### src/rtl/run_control_fsm.sv
// Run/halt/single-step sequencer driving the CPU PC write enable, with retired-instruction and halt counters.
// Optional PC breakpoint logic is compiled in when RUN_CTRL_BREAKPOINT_EN is defined.
//
//   state | meaning
//   ------+-----------------------------------------------
//   RUN   | PC advances every cycle until a halt event
//   HALT  | PC frozen, waiting for a go edge
//   STEP  | one instruction executes, then back to HALT
//   11    | unreachable encoding, recovers to HALT
module run_control_fsm #(
  parameter int CNT_W = 32,
  parameter int PC_W  = 32
) (
  input  logic             clk,
  input  logic             rst,
  input  logic             syscall,
  input  logic             show,
  input  logic             go,
  input  logic             step_mode,
  input  logic [PC_W-1:0]  pc,
  input  logic             bp_valid,
  input  logic [PC_W-1:0]  bp_addr,
  output logic             pc_enable,
  output logic             halted,
  output logic [1:0]       state,
  output logic             bp_hit,
  output logic [CNT_W-1:0] cycle_count,
  output logic [CNT_W-1:0] halt_count
);

  typedef enum logic [1:0] {
    ST_RUN     = 2'b00,
    ST_HALT    = 2'b01,
    ST_STEP    = 2'b10,
    ST_ILLEGAL = 2'b11
  } state_t;

  localparam logic [CNT_W-1:0] CNT_ONE = CNT_W'(1);

  state_t state_q, state_d;
  logic   go_q;
  logic   go_rise;
  logic   halt_req;
  logic   bp_stop;
  logic   halt_inc;
  logic   bp_set;
  logic   bp_clr;

  assign go_rise  = go & ~go_q;
  assign halt_req = syscall & ~show;

  always_comb begin
    state_d  = state_q;
    halt_inc = 1'b0;
    bp_set   = 1'b0;
    bp_clr   = 1'b0;
    case (state_q)
      ST_RUN: begin
        // Breakpoint outranks a coincident halting syscall.
        if (bp_stop) begin
          state_d  = ST_HALT;
          halt_inc = 1'b1;
          bp_set   = 1'b1;
        end else if (halt_req) begin
          state_d  = ST_HALT;
          halt_inc = 1'b1;
          bp_clr   = 1'b1;
        end
      end
      ST_HALT: begin
        if (go_rise) state_d = step_mode ? ST_STEP : ST_RUN;
      end
      ST_STEP:    state_d = ST_HALT;
      ST_ILLEGAL: state_d = ST_HALT;
      default:    state_d = ST_HALT;
    endcase
  end

  always_ff @(posedge clk) begin
    if (rst) begin
      state_q <= ST_RUN;
      go_q    <= 1'b1;
    end else begin
      state_q <= state_d;
      go_q    <= go;
    end
  end

`ifdef RUN_CTRL_BREAKPOINT_EN
  logic bp_skip;
  logic bp_hit_q;

  assign bp_stop = (state_q == ST_RUN) & bp_valid & (pc == bp_addr) & ~bp_skip;
  assign bp_hit  = bp_hit_q;

  // bp_skip lets the resumed instruction at bp_addr execute once without re-trapping.
  always_ff @(posedge clk) begin
    if (rst) begin
      bp_skip  <= 1'b0;
      bp_hit_q <= 1'b0;
    end else begin
      if (state_q == ST_HALT && state_d != ST_HALT) bp_skip <= 1'b1;
      else if (state_q == ST_RUN || state_q == ST_STEP) bp_skip <= 1'b0;
      if (bp_set) bp_hit_q <= 1'b1;
      else if (bp_clr) bp_hit_q <= 1'b0;
    end
  end
`else
  logic unused_bp;

  assign bp_stop   = 1'b0;
  assign bp_hit    = 1'b0;
  assign unused_bp = ^{pc, bp_valid, bp_addr, bp_set, bp_clr};
`endif

  assign pc_enable = (state_q == ST_RUN && !bp_stop) || (state_q == ST_STEP);
  assign halted    = (state_q == ST_HALT);
  assign state     = state_q;

  // Both counters stick at all-ones rather than wrapping.
  always_ff @(posedge clk) begin
    if (rst) begin
      cycle_count <= '0;
      halt_count  <= '0;
    end else begin
      if (pc_enable && !(&cycle_count)) cycle_count <= cycle_count + CNT_ONE;
      if (halt_inc && !(&halt_count))   halt_count  <= halt_count + CNT_ONE;
    end
  end

endmodule

### config.mk
export PLATFORM = sky130hd
export DESIGN_NAME = run_control_fsm
export DESIGN_NICKNAME = d
export VERILOG_FILES = /design/src/rtl/run_control_fsm.sv
export SDC_FILE = /design/constraint.sdc
export NUM_CORES = 1
export LEC_CHECK = 0
export CAP_MARGIN = 10
export CELL_PAD_IN_SITES_DETAIL_PLACEMENT = 1
export CELL_PAD_IN_SITES_GLOBAL_PLACEMENT = 2
export CORE_ASPECT_RATIO = 0.9
export CORE_MARGIN = 2
export CORE_UTILIZATION = 21
export DETAILED_ROUTE_END_ITERATION = 8
export PLACE_DENSITY_LB_ADDON = 0.25
export SLEW_MARGIN = 20
export SYNTH_ARGS = -nofsm -noshare
export SYNTH_HDL_FRONTEND = slang
export SYNTH_SLANG_ARGS = --single-unit
### constraint.sdc
create_clock -name clk -period 2.9 [get_ports clk]
set_input_delay 0.87 -clock clk [delete_from_list [all_inputs] [get_ports clk]]
set_output_delay 0.87 -clock clk [all_outputs]
set_load 0.02 [all_outputs]
==> results of run 1 <==
-- path summary, 6_finish.rpt --
kind	end	startpoint	slack [ns]	cells after the start
setup / recovery	halted	state[0]$_SDFFE_PP0P_	0.20	3
hold / removal	cycle_count[11]$_SDFFE_PP0P_	cycle_count[11]$_SDFFE_PP0P_	0.51	2
setup reg to reg	cycle_count[26]$_SDFFE_PP0P_	cycle_count[8]$_SDFFE_PP0P_	0.46	5
hold reg to reg	cycle_count[11]$_SDFFE_PP0P_	cycle_count[11]$_SDFFE_PP0P_	0.51	2
-- flip-flops by register name, indices dropped and copies added, names as in the netlist --
signal / flops
halt_count: 32
cycle_count: 32
go_q: 1
state: 2
-- power groups by stage --
stage / clock (W) / combinational [W] / sequential, W
final: 0.00110 / 0.000114 / 0.000944
after global routing: 0.00119 / 0.000127 / 0.000945
after CTS: 0.00114 / 0.000117 / 0.000944
after detailed placement: 0 / 0.000117 / 0.000964
after global placement: 0 / 0.000115 / 0.000964
after floorplan: 0 / 0.0000541 / 0.000970
-- synth_stat cells, types with 2 or more instances --
library cell                count  area share (%)
sky130_fd_sc_hd__a21oi_1       39             5.8
sky130_fd_sc_hd__nor4_1         8             1.5
sky130_fd_sc_hd__inv_1          7            0.78
sky130_fd_sc_hd__xor2_1         9             2.3
sky130_fd_sc_hd__a31oi_1        3            0.56
sky130_fd_sc_hd__o2111ai_1      2            0.52
sky130_fd_sc_hd__xnor2_1        9             2.3
sky130_fd_sc_hd__nand2_1       23             2.6
sky130_fd_sc_hd__nor3_1         5            0.74
sky130_fd_sc_hd__nand3b_1       2            0.44
sky130_fd_sc_hd__or4_1         16             3.6
sky130_fd_sc_hd__clkbuf_1      13             1.4
sky130_fd_sc_hd__nor4b_1        2            0.52
sky130_fd_sc_hd__mux2_2         6             2.0
sky130_fd_sc_hd__or2_2          2            0.37
sky130_fd_sc_hd__o31ai_1       16             3.6
sky130_fd_sc_hd__o211ai_1       3            0.67
sky130_fd_sc_hd__nor2_1        35             3.9
sky130_fd_sc_hd__nand3_1       24             3.6
sky130_fd_sc_hd__nand4_1       24             4.4
sky130_fd_sc_hd__o21ai_0       20             3.0
sky130_fd_sc_hd__a2111oi_0      3            0.78
sky130_fd_sc_hd__and3_1         5            0.93
sky130_fd_sc_hd__dfxtp_1       67              40
sky130_fd_sc_hd__ha_1           2            0.74
sky130_fd_sc_hd__a31o_2         4             1.0
sky130_fd_sc_hd__nand2b_1       5            0.93
sky130_fd_sc_hd__and4_1         6             1.6
sky130_fd_sc_hd__or3_1         18             3.3
sky130_fd_sc_hd__nor2b_1        6             1.1
sky130_fd_sc_hd__a211oi_1       2            0.44
sky130_fd_sc_hd__a311oi_1       3            0.78
-- routing by layer --
metal	GRT usage (%)	vias up	routed length [um]
li1	-	1739	-
met1	18.17	1697	5327
met2	21.36	60	5173
met3	3.867	13	454
met4	5.042	0	214
met5	0	-	0
-- metrics by stage --
stage	setup TNS, ns	total power [W]	std cells	util [%]	hold WS, ns
floorplan	0	0.001024	405	-	0.4798
global placement	-4.862	0.001078	694	28.98	0.4775
detailed placement	-5.354	0.001081	694	28.98	0.4942
CTS	0	0.002204	710	30.88	0.5046
global route	0	0.002264	710	30.88	0.5389
finish	0	0.002159	710	30.88	0.5134
-- worst reg2reg max path, cell delays in order, from the launching register on --
cell and delay (ns):
sky130_fd_sc_hd__dfxtp_1 0.46, sky130_fd_sc_hd__and4_1 0.33, sky130_fd_sc_hd__and4_1 0.46, sky130_fd_sc_hd__nand4_1 0.42, sky130_fd_sc_hd__or4_1 0.53, sky130_fd_sc_hd__a21oi_1 0.17
-- cells by family after synthesis --
family                     synth area share (%)
AOI/OAI and AO/OA                         17.70
muxes                                     2.296
buffers and inverters                     3.704
DFF                                       39.70
other                                    0.1110
and+or+nand+nor                           31.07
adders and majority gates                0.7406
xor gates and xnor gates                  4.667
-- repair_timing --
item	CTS	global route
resized for setup	3	0
setup endpoints to repair	3	0
buffers inserted	0	0
-- area by class of cell --
type / instances / area (um^2)
clock buffers: 9 / 225.2
clock inverters: 7 / 68.82
well taps: 202 / 252.7
multi-input cells: 312 / 1916
inverters: 7 / 26.28
flip-flops and latches: 67 / 1341
fillers: 1804 / 10750
repair buffers: 106 / 970.9
==> impl.org, run 1 <==
** Clock tree
- Sink Count :: 67
- Number of CTS-inserted buffers :: 9
- In this run the deepest clock path goes through 2 buffers.
- TritonCTS clock tree :: yes
- The H-tree was split into 3 levels.
- Clock tree root driver cell :: sky130_fd_sc_hd__clkbuf_16
- At the later pin of the worst-skew pair, clock insertion delay measures 0.34 ns.
- Hold Buf Count CTS :: 0
- Clock-pin slew was measured on the worst setup and hold paths at around 0.06 ns.

** Timing
- Transition time at the pin with the least slew margin :: 0.6609 ns
- The clock period could shrink to 2.703 ns.
- Max-slew violation count :: 0
- Worst setup margin :: about 0.20 ns
- Final clock period utilization by the worst path :: 93.21%
- The number of hold violations in the final report was 0.
- Peak clock frequency supported by timing :: between 300 and 400 MHz
- On the final layout, the worst clock skew is slightly below 0.008 ns.
- Setup repair after global routing left no endpoint under its margin.
- Total of endpoints with negative setup slack in the final report :: 0
- Max_slew headroom :: between 50% and 60%

** Logic synthesis
- Counting every net in the synthesized netlist gives 478.
- The cell area that synthesis handed to floorplanning was 0.003378 mm^2.
- For this run, the number of Yosys warnings is 0.
- Post-synth top flop :: sky130_fd_sc_hd__dfxtp_1
- Synth Instances :: 405
- A synthesized cell averages between 8 and 9 um^2.
- Share of async-settable or async-resettable flops after synthesis :: 0%
- In this run, synthesis produced a sequential element count of 67.
- Count of cell types in the netlist :: between 40 and 50
- EDFF count, synth :: 0
- Sequential elements use between 30% and 40% of the synthesized area.

** Placement
- RD Place Congestion :: between 0.7 and 0.8
- Post-DP Area :: about 0.0045 mm^2
- Detail Placement HPWL :: 8083 um
- Worst slack at placement :: -0.4955 ns
- Input and output buffers added on the ports amount to 73.

** Detailed routing
- Routed vias/inst :: 4.942
- Antenna viol nets, final :: 0
- DRC marker count from the first detailed-route iteration :: 120
- DRC viols :: 0
- Detailed-route wire length :: ~11000 um
- The routed layout has 3509 vias.
- In the final routed layout, each cell accounts on average for between 15 and 20 um.
- Number of iterations in the first detailed-routing pass :: 5

** Power
- Portion of total power attributed to combinational logic :: 5.3%
- Switching power :: between 0.0005 and 0.0006 W
- Leak Pwr :: 1.474 nW
- Sequential group share of total power :: between 40% and 50%
- Total power per unit cell area :: about 450 mW/mm^2
- In this run, the clock network consumes 51.0% of the power.
- Worst voltage drop across the vdd grid :: between 200 and 300 uV
- Of the total power, the share spent switching nets is 23.92%.
- Cell internal power was estimated by the tool at between 0.0015 and 0.002 W.

** Worst setup path
- Endpoint arrival time on the critical path :: between 1.5 and 2 ns
- Along the worst path, the maximum fanout reaches 8.
- Traced cell by cell, the critical path runs through inv_1 -> nor2_1 -> clkdlybuf4s50_1.
- STA classifies the critical path endpoint as an output port.
- Slowest stage cell, crit path :: sky130_fd_sc_hd__clkdlybuf4s50_1
- Largest stage delay on the critical path :: 0.65 ns
- The critical path contains buffers and inverters numbering 2 combined.
- Setup CP Type :: reg2out
- Sort of element at the start of the critical path :: register
- Family with the most delay on the worst path :: buffers and inverters
- Data required time of the worst path :: slightly above 2 ns

** GRT
- The first global-routing pass estimated 18760 um of wire.
- Largest net degree at the start of global routing :: 34
- Global routing consumed, over all layers together, 13.79% of the routing resources.
- Via count of the first global-routing pass :: roughly 3600
- Number of antenna violations at the first check in global routing :: 0
- After global routing the overflow that remains totals 0.

** Cells and area
- The library cell used most frequently in the layout, excluding fill and tap cells, is sky130_fd_sc_hd__clkdlybuf4s50_1.
- Most frequent cells in the layout :: sky130_fd_sc_hd__clkdlybuf4s50_1 (70), sky130_fd_sc_hd__dfxtp_1 (67), sky130_fd_sc_hd__a21oi_1 (39)
- Nets :: between 500 and 600
- The finished cells cover roughly 0.0048 mm^2.
- P&R area growth vs syn :: 42.11%
- Layout cell share with drive strength beyond 1 :: approximately an eighth
- The number of antenna diodes in the final layout is 0.

** Floorplan
- The initial utilization of the core area, before any placement, comes to about 22%.
- 140 I/O pins were placed.
- The floorplan step defined a die boundary enclosing 0.01712 mm^2.
- The floorplan has 43 rows.
- In this run the standard cell core region covers roughly 0.016 mm^2.
- Floorplan die height :: ~120 um
- The die is ~140 um wide.

** Run
- Across the run, the number of max-cap violations was 0.

** Worst hold path
- Class of the tightest hold or removal check :: reg2reg

** Status
- The flow ran to the end, and the final reports show no timing, DRC or antenna violations.
Power figures use the tool's default switching activity.
==> run 2: changes to the inputs <==
--- a/config.mk
+++ b/config.mk
@@ -13,7 +13,7 @@
 export CORE_UTILIZATION = 21
 export DETAILED_ROUTE_END_ITERATION = 8
 export PLACE_DENSITY_LB_ADDON = 0.25
-export SLEW_MARGIN = 20
+export SLEW_MARGIN = 0
 export SYNTH_ARGS = -nofsm -noshare
 export SYNTH_HDL_FRONTEND = slang
 export SYNTH_SLANG_ARGS = --single-unit
==> results of run 2 <==
Final layout, timing and power as in run 1 (identical DEF).
==> variant 1: new RTL, config.mk and constraints of run 1 <==
Add a define of `RUN_CTRL_BREAKPOINT_EN`.
--- a/src/rtl/run_control_fsm.sv
+++ b/src/rtl/run_control_fsm.sv
@@ -7,6 +7,8 @@
 //   HALT  | PC frozen, waiting for a go edge
 //   STEP  | one instruction executes, then back to HALT
 //   11    | unreachable encoding, recovers to HALT
+`define RUN_CTRL_BREAKPOINT_EN
+
 module run_control_fsm #(
   parameter int CNT_W = 32,
   parameter int PC_W  = 32
Behaviour: not the same (a bounded check fails within 4 cycles, from zero or initial values and one cycle with rst high).
==> variant 1 against run 1 <==
Wire length increased by 26%. Area after synthesis is 12% higher. Largest cell class unchanged. Highest routed layer unchanged. Sequential share of layout area down 5.2 points. The flow now finishes with violations (negative setup slack). Hold slack worse by 0.026 ns. Non-clock buffer count rose by 72. Final cell count rose by 23%. Sequential cell count grew 2. Setup slack got worse by 0.23 ns. Design area increased by 26%.
Power is not compared: it rests on default switching activity, and its combinational part moved more than twofold at a synthesized area within 25%.
==> variant 1: results (changes against run 1) <==
The flow ran to the end, but the final reports show violations. The final reports fail on negative setup slack. The number of optimization iterations in the first detailed-route pass is 4 (-1). The met3 track utilization from global routing came out at 5.31% (+1.4 points). The placed wire-length estimate after detailed placement came out at 10400 microns (+28%). The largest clock skew in the final design is 0.00844 ns (+0.000755 ns). The largest individual stage delay along the critical path comes from the cell nor4_4. The number of different library cells in the post-synthesis netlist is 47 (-2.1%).

The count of filler cells inserted in the layout is 2108 (+17%). The final net count came out at 698 (+21%). The number of DRC markers after the initial detailed-route iteration was 161 (+34%). The met2 global-route usage came out at 23.7% (+2.3 points). The depth of the worst register-to-register path is 10 (+5). The data arrival time of the critical path is 2.07 ns (+0.24 ns). The commonest cells after synthesis are dfxtp_1, xnor2_1, nor2_1. The worst path setup slack after routing is -0.0352 ns (-0.232 ns). The capture instance of the worst register-to-register path is halt_count[23]. The proportion of layout cells with a drive suffix above 1 was 23.5% (+10 points). The first-pass GRT wire length came out at 22800 microns (+22%).

The count of input and output buffers came out at 139 (+90%). The share of synthesized area occupied by flip-flops and latches came out at 36.5% (-3.2 points). The detail-routed via count per cell came to 4.66 (-5.6%). The setup violation total in the final timing report came to 1 (+1). Yosys attributes the largest share of cell area to dfxtp_1, xnor2_1, nor2_1.

The relative max-transition margin came out at 54.2% (-1.3 points). The peak per-stage delay on the critical path came to 0.30 ns (-0.35 ns). The routability-driven placement congestion ratio is 0.782 (+10%). The total negative slack is -0.0352 ns (-0.0352 ns). The worst hold path terminates at bp_hit. The met1 track demand over resource in global routing came to 18.9% (+0.77 points). The net count after synthesis is 531 (+11%). The pin count of the biggest net entering global routing came out at 36 (+5.9%). The worst reg-to-reg setup slack came out at 0.37 ns (-0.09 ns).

The critical-path maximum fanout came out at 2 (-6). The total wire length came out at 14100 microns (+26%). The reg-to-reg critical path startpoint is bp_skip.
-- variant 1: cell types whose count changed in the layout (fill, tap and decap cells not counted), sizes merged, moves of 6 or more --
cell	delta
nor2	+12
xnor2	+40
buf	+44
clkbuf	+9
o21ai	-10
and3	+7
dlygate4sd2	+14
clkdlybuf4s15	+6
a21oi	-6
or3	-8
nor3	+11
nand2	+10
-- variant 1: worst max-delay path by stage --
stage,start,end,depth (start not counted)
after floorplan,bp_valid,pc_enable,5
after global placement,bp_valid,pc_enable,7
after detailed placement,bp_valid,pc_enable,7
after CTS,pc[4],pc_enable,7
after global routing,bp_addr[31],pc_enable,7
final,pc[9],pc_enable,7
-- variant 1: per-layer routing --
| metal | routed length [microns] | share of wire [%] | vias up |
|---|---|---|---|
| li1 | - | - | 1990 |
| met1 | 6670 | 47 | 1954 |
| met2 | 6490 | 46 | 102 |
| met3 | 781 | 5.5 | 11 |
| met4 | 164 | 1.2 | 0 |
| met5 | 0 | 0 | - |
-- variant 1: final cells by class --
| cell class | count | share of cell area (%) |
|---|---|---|
| multi-input cells | 359 | 40.9 |
| well taps | 240 | 4.95 |
| inverters | 8 | 0.578 |
| flip-flops and latches | 69 | 22.8 |
| repair buffers | 178 | 25.9 |
| clock inverters | 4 | 0.784 |
| clock buffers | 12 | 4.07 |
-- variant 1: metrics by stage --
stage	std cells	total power, mW	worst slack [ns]	area, sq um
after floorplan	458	1.09	0.0706	3790
after global placement	848	1.25	-0.930	5630
after detailed placement	848	1.26	-0.978	5630
after CTS	867	2.39	-0.0246	5870
after global routing	870	2.48	-0.0859	6060
final	870	2.36	-0.0352	6060
-- variant 1: power breakdown --
part           total (mW)  switching, mW  internal, mW
Sequential          0.966         0.0105         0.956
Clock                1.13          0.443         0.687
Combinational       0.268          0.121         0.146
-- variant 1: repair_timing --
| action | in CTS | in global routing |
|---|---|---|
| resized for setup | 209 | 34 |
| pin swaps | 45 | 16 |
| gates cloned | 0 | 2 |
| setup endpoints to repair | 35 | 22 |
| buffers inserted | 3 | 2 |
-- variant 1: cells by family after synthesis --
group,count (synthesis),share of synthesized area [%]
AOI/OAI and AO/OA,70,11.5
xor gates and xnor gates,57,13.2
adders and majority gates,2,0.661
buffers and inverters,30,3.57
DFF,69,36.5
muxes,7,2.02
and+or+nand+nor,223,32.6
-- variant 1: tightest hold or removal path, cell delays in order (launching register included) --
cell and delay, ns:
dfxtp_1 0.32, nand2_1 0.07, a21oi_1 0.06
==> variant 2: new RTL, flow settings as in run 1 <==
Without the edit above. Register the inputs `syscall`, `show`, `go` and `step_mode` before use. The logic sees them one clock later. The other inputs are not delayed to match.
--- a/src/rtl/run_control_fsm.sv
+++ b/src/rtl/run_control_fsm.sv
@@ -37,6 +37,18 @@
 
   localparam logic [CNT_W-1:0] CNT_ONE = CNT_W'(1);
 
+  logic syscall_q;
+  logic show_q;
+  logic go_r;
+  logic step_mode_q;
+
+  always_ff @(posedge clk) begin
+    syscall_q   <= syscall;
+    show_q      <= show;
+    go_r        <= go;
+    step_mode_q <= step_mode;
+  end
+
   state_t state_q, state_d;
   logic   go_q;
   logic   go_rise;
@@ -46,8 +58,8 @@
   logic   bp_set;
   logic   bp_clr;
 
-  assign go_rise  = go & ~go_q;
-  assign halt_req = syscall & ~show;
+  assign go_rise  = go_r & ~go_q;
+  assign halt_req = syscall_q & ~show_q;
 
   always_comb begin
     state_d  = state_q;
@@ -68,7 +80,7 @@
         end
       end
       ST_HALT: begin
-        if (go_rise) state_d = step_mode ? ST_STEP : ST_RUN;
+        if (go_rise) state_d = step_mode_q ? ST_STEP : ST_RUN;
       end
       ST_STEP:    state_d = ST_HALT;
       ST_ILLEGAL: state_d = ST_HALT;
@@ -82,7 +94,7 @@
       go_q    <= 1'b1;
     end else begin
       state_q <= state_d;
-      go_q    <= go;
+      go_q    <= go_r;
     end
   end
 
Formal check against the unedited RTL: not equivalent (a bounded check fails within 4 cycles, from zero or initial values and one cycle with rst high).
==> variant 2 against run 1 <==
Area after synthesis grew 2.4%. Wire length shrank 1.5%. Fmax grew 2.8%. Clock power is essentially flat. Critical path type is now reg -> reg. Clock skew is essentially flat. Core utilization shrank 1.5 points. Global-route usage shrank 0.95 points. Largest power group unchanged. Design area shrank 1.4%. Die area grew 2.3%. Setup slack gained 0.073 ns. Sequential cell count grew 4. Power grew 2.4%.
==> variant 2: results (changes against run 1) <==
The run finished with clean final reports. The transition time at the pin with the least slew margin came out at 0.692 ns (+0.0308 ns). The met2 global-route usage was 20.9% (-0.49 points). Sorting the synthesized cells by how often they occur yields dfxtp_1, a21oi_1, nor2_1. The clock buffer count from CTS is 9 (unchanged). The placed wire-length estimate after detailed placement is 7890 microns (-2.4%). The wire length per cell after detailed routing was 15.8 microns (+0.36%).

The met3 track utilization from global routing is 4.79% (+0.92 points). Among all stages on the critical path, the largest delay is contributed by or4b_1. The combinational-cell power consumption is 0.109 mW (-4%). The placement-stage cell area came out at 4440 sq um (-1.5%). The fraction of power consumed by the clock network came out at 49.7% (-1.3 points). The leakage power is 1.41 nW (-4.7%).

The detail-routed via count per cell is 4.99 (+0.97%). The total of cells resized after clock tree synthesis is 0 (-3). The routability-driven placement congestion ratio is 0.720 (+1.5%). The final net count came out at 558 (-3.1%). Among cell families on the critical path, the largest total delay comes from simple AND/OR/NAND/NOR gates. The critical-path maximum fanout came out at 8 (unchanged). The net count after synthesis came out at 482 (+0.84%). The data arrival time of the critical path came out at 2.91 ns (+1.08 ns). The first-pass GRT wire length came out at 18200 microns (-3.2%). The met1 track demand over resource in global routing came out at 15.9% (-2.3 points). The pin count of the biggest net entering global routing came out at 26 (-24%). The maximum vdd ir drop came to 0.000273 V (-5.5%). The number of optimization iterations in the first detailed-route pass came out at 4 (-1). The cell count after placement is 681 (-1.9%).

The share of synthesized area occupied by flip-flops and latches is 41.1% (+1.4 points). The setup slack at placement is 0.286 ns (+0.781 ns). The proportion of layout cells with a drive suffix above 1 is 8.78% (-4.2 points). The net switching share of the total power came out at 23.8% (-0.12 points). Ranked by total cell area, the synthesized netlist is headed by dfxtp_1, a21oi_1, nand4_1. The peak per-stage delay on the critical path is 0.72 ns (+0.07 ns). The met2 wire length is 5170 microns (about the same). The length of routed wiring on met1 is 5090 microns (-4.4%). The met3 wire length is 607 microns (+34%).
[variant 2: cell types whose count changed after synthesis, sizes merged]
cell	run 1	this run
dfxtp	67	71
[variant 2: path summary, 6_finish.rpt]
check	end	slack, ns	startpoint
worst min register to register	state[1]	0.42	step_mode_q
worst max register to register	halt_count[22]	0.27	state[1]
worst max-delay path	halt_count[22]	0.27	state[1]
worst min-delay path	state[1]	0.42	step_mode_q
[variant 2: cell type report]
class	count	area [sq um]
Fill cell	1865	11400
Multi-Input combinational cell	312	1910
Sequential cell	71	1420
Timing Repair Buffer	84	821
Clock buffer	12	267
Tap cell	207	259
Clock inverter	4	28.8
Inverter	7	26.3
[variant 2: cells by family after synthesis]
kind of cell | Yosys count | share of synthesized area [%]
adders and majority gates | 2 | 0.723
other | 1 | 0.108
xor gates and xnor gates | 18 | 4.56
AOI/OAI and AO/OA | 97 | 17.3
muxes | 7 | 2.24
buffers and inverters | 26 | 3.62
DFF | 71 | 41.1
and+or+nand+nor | 187 | 30.4
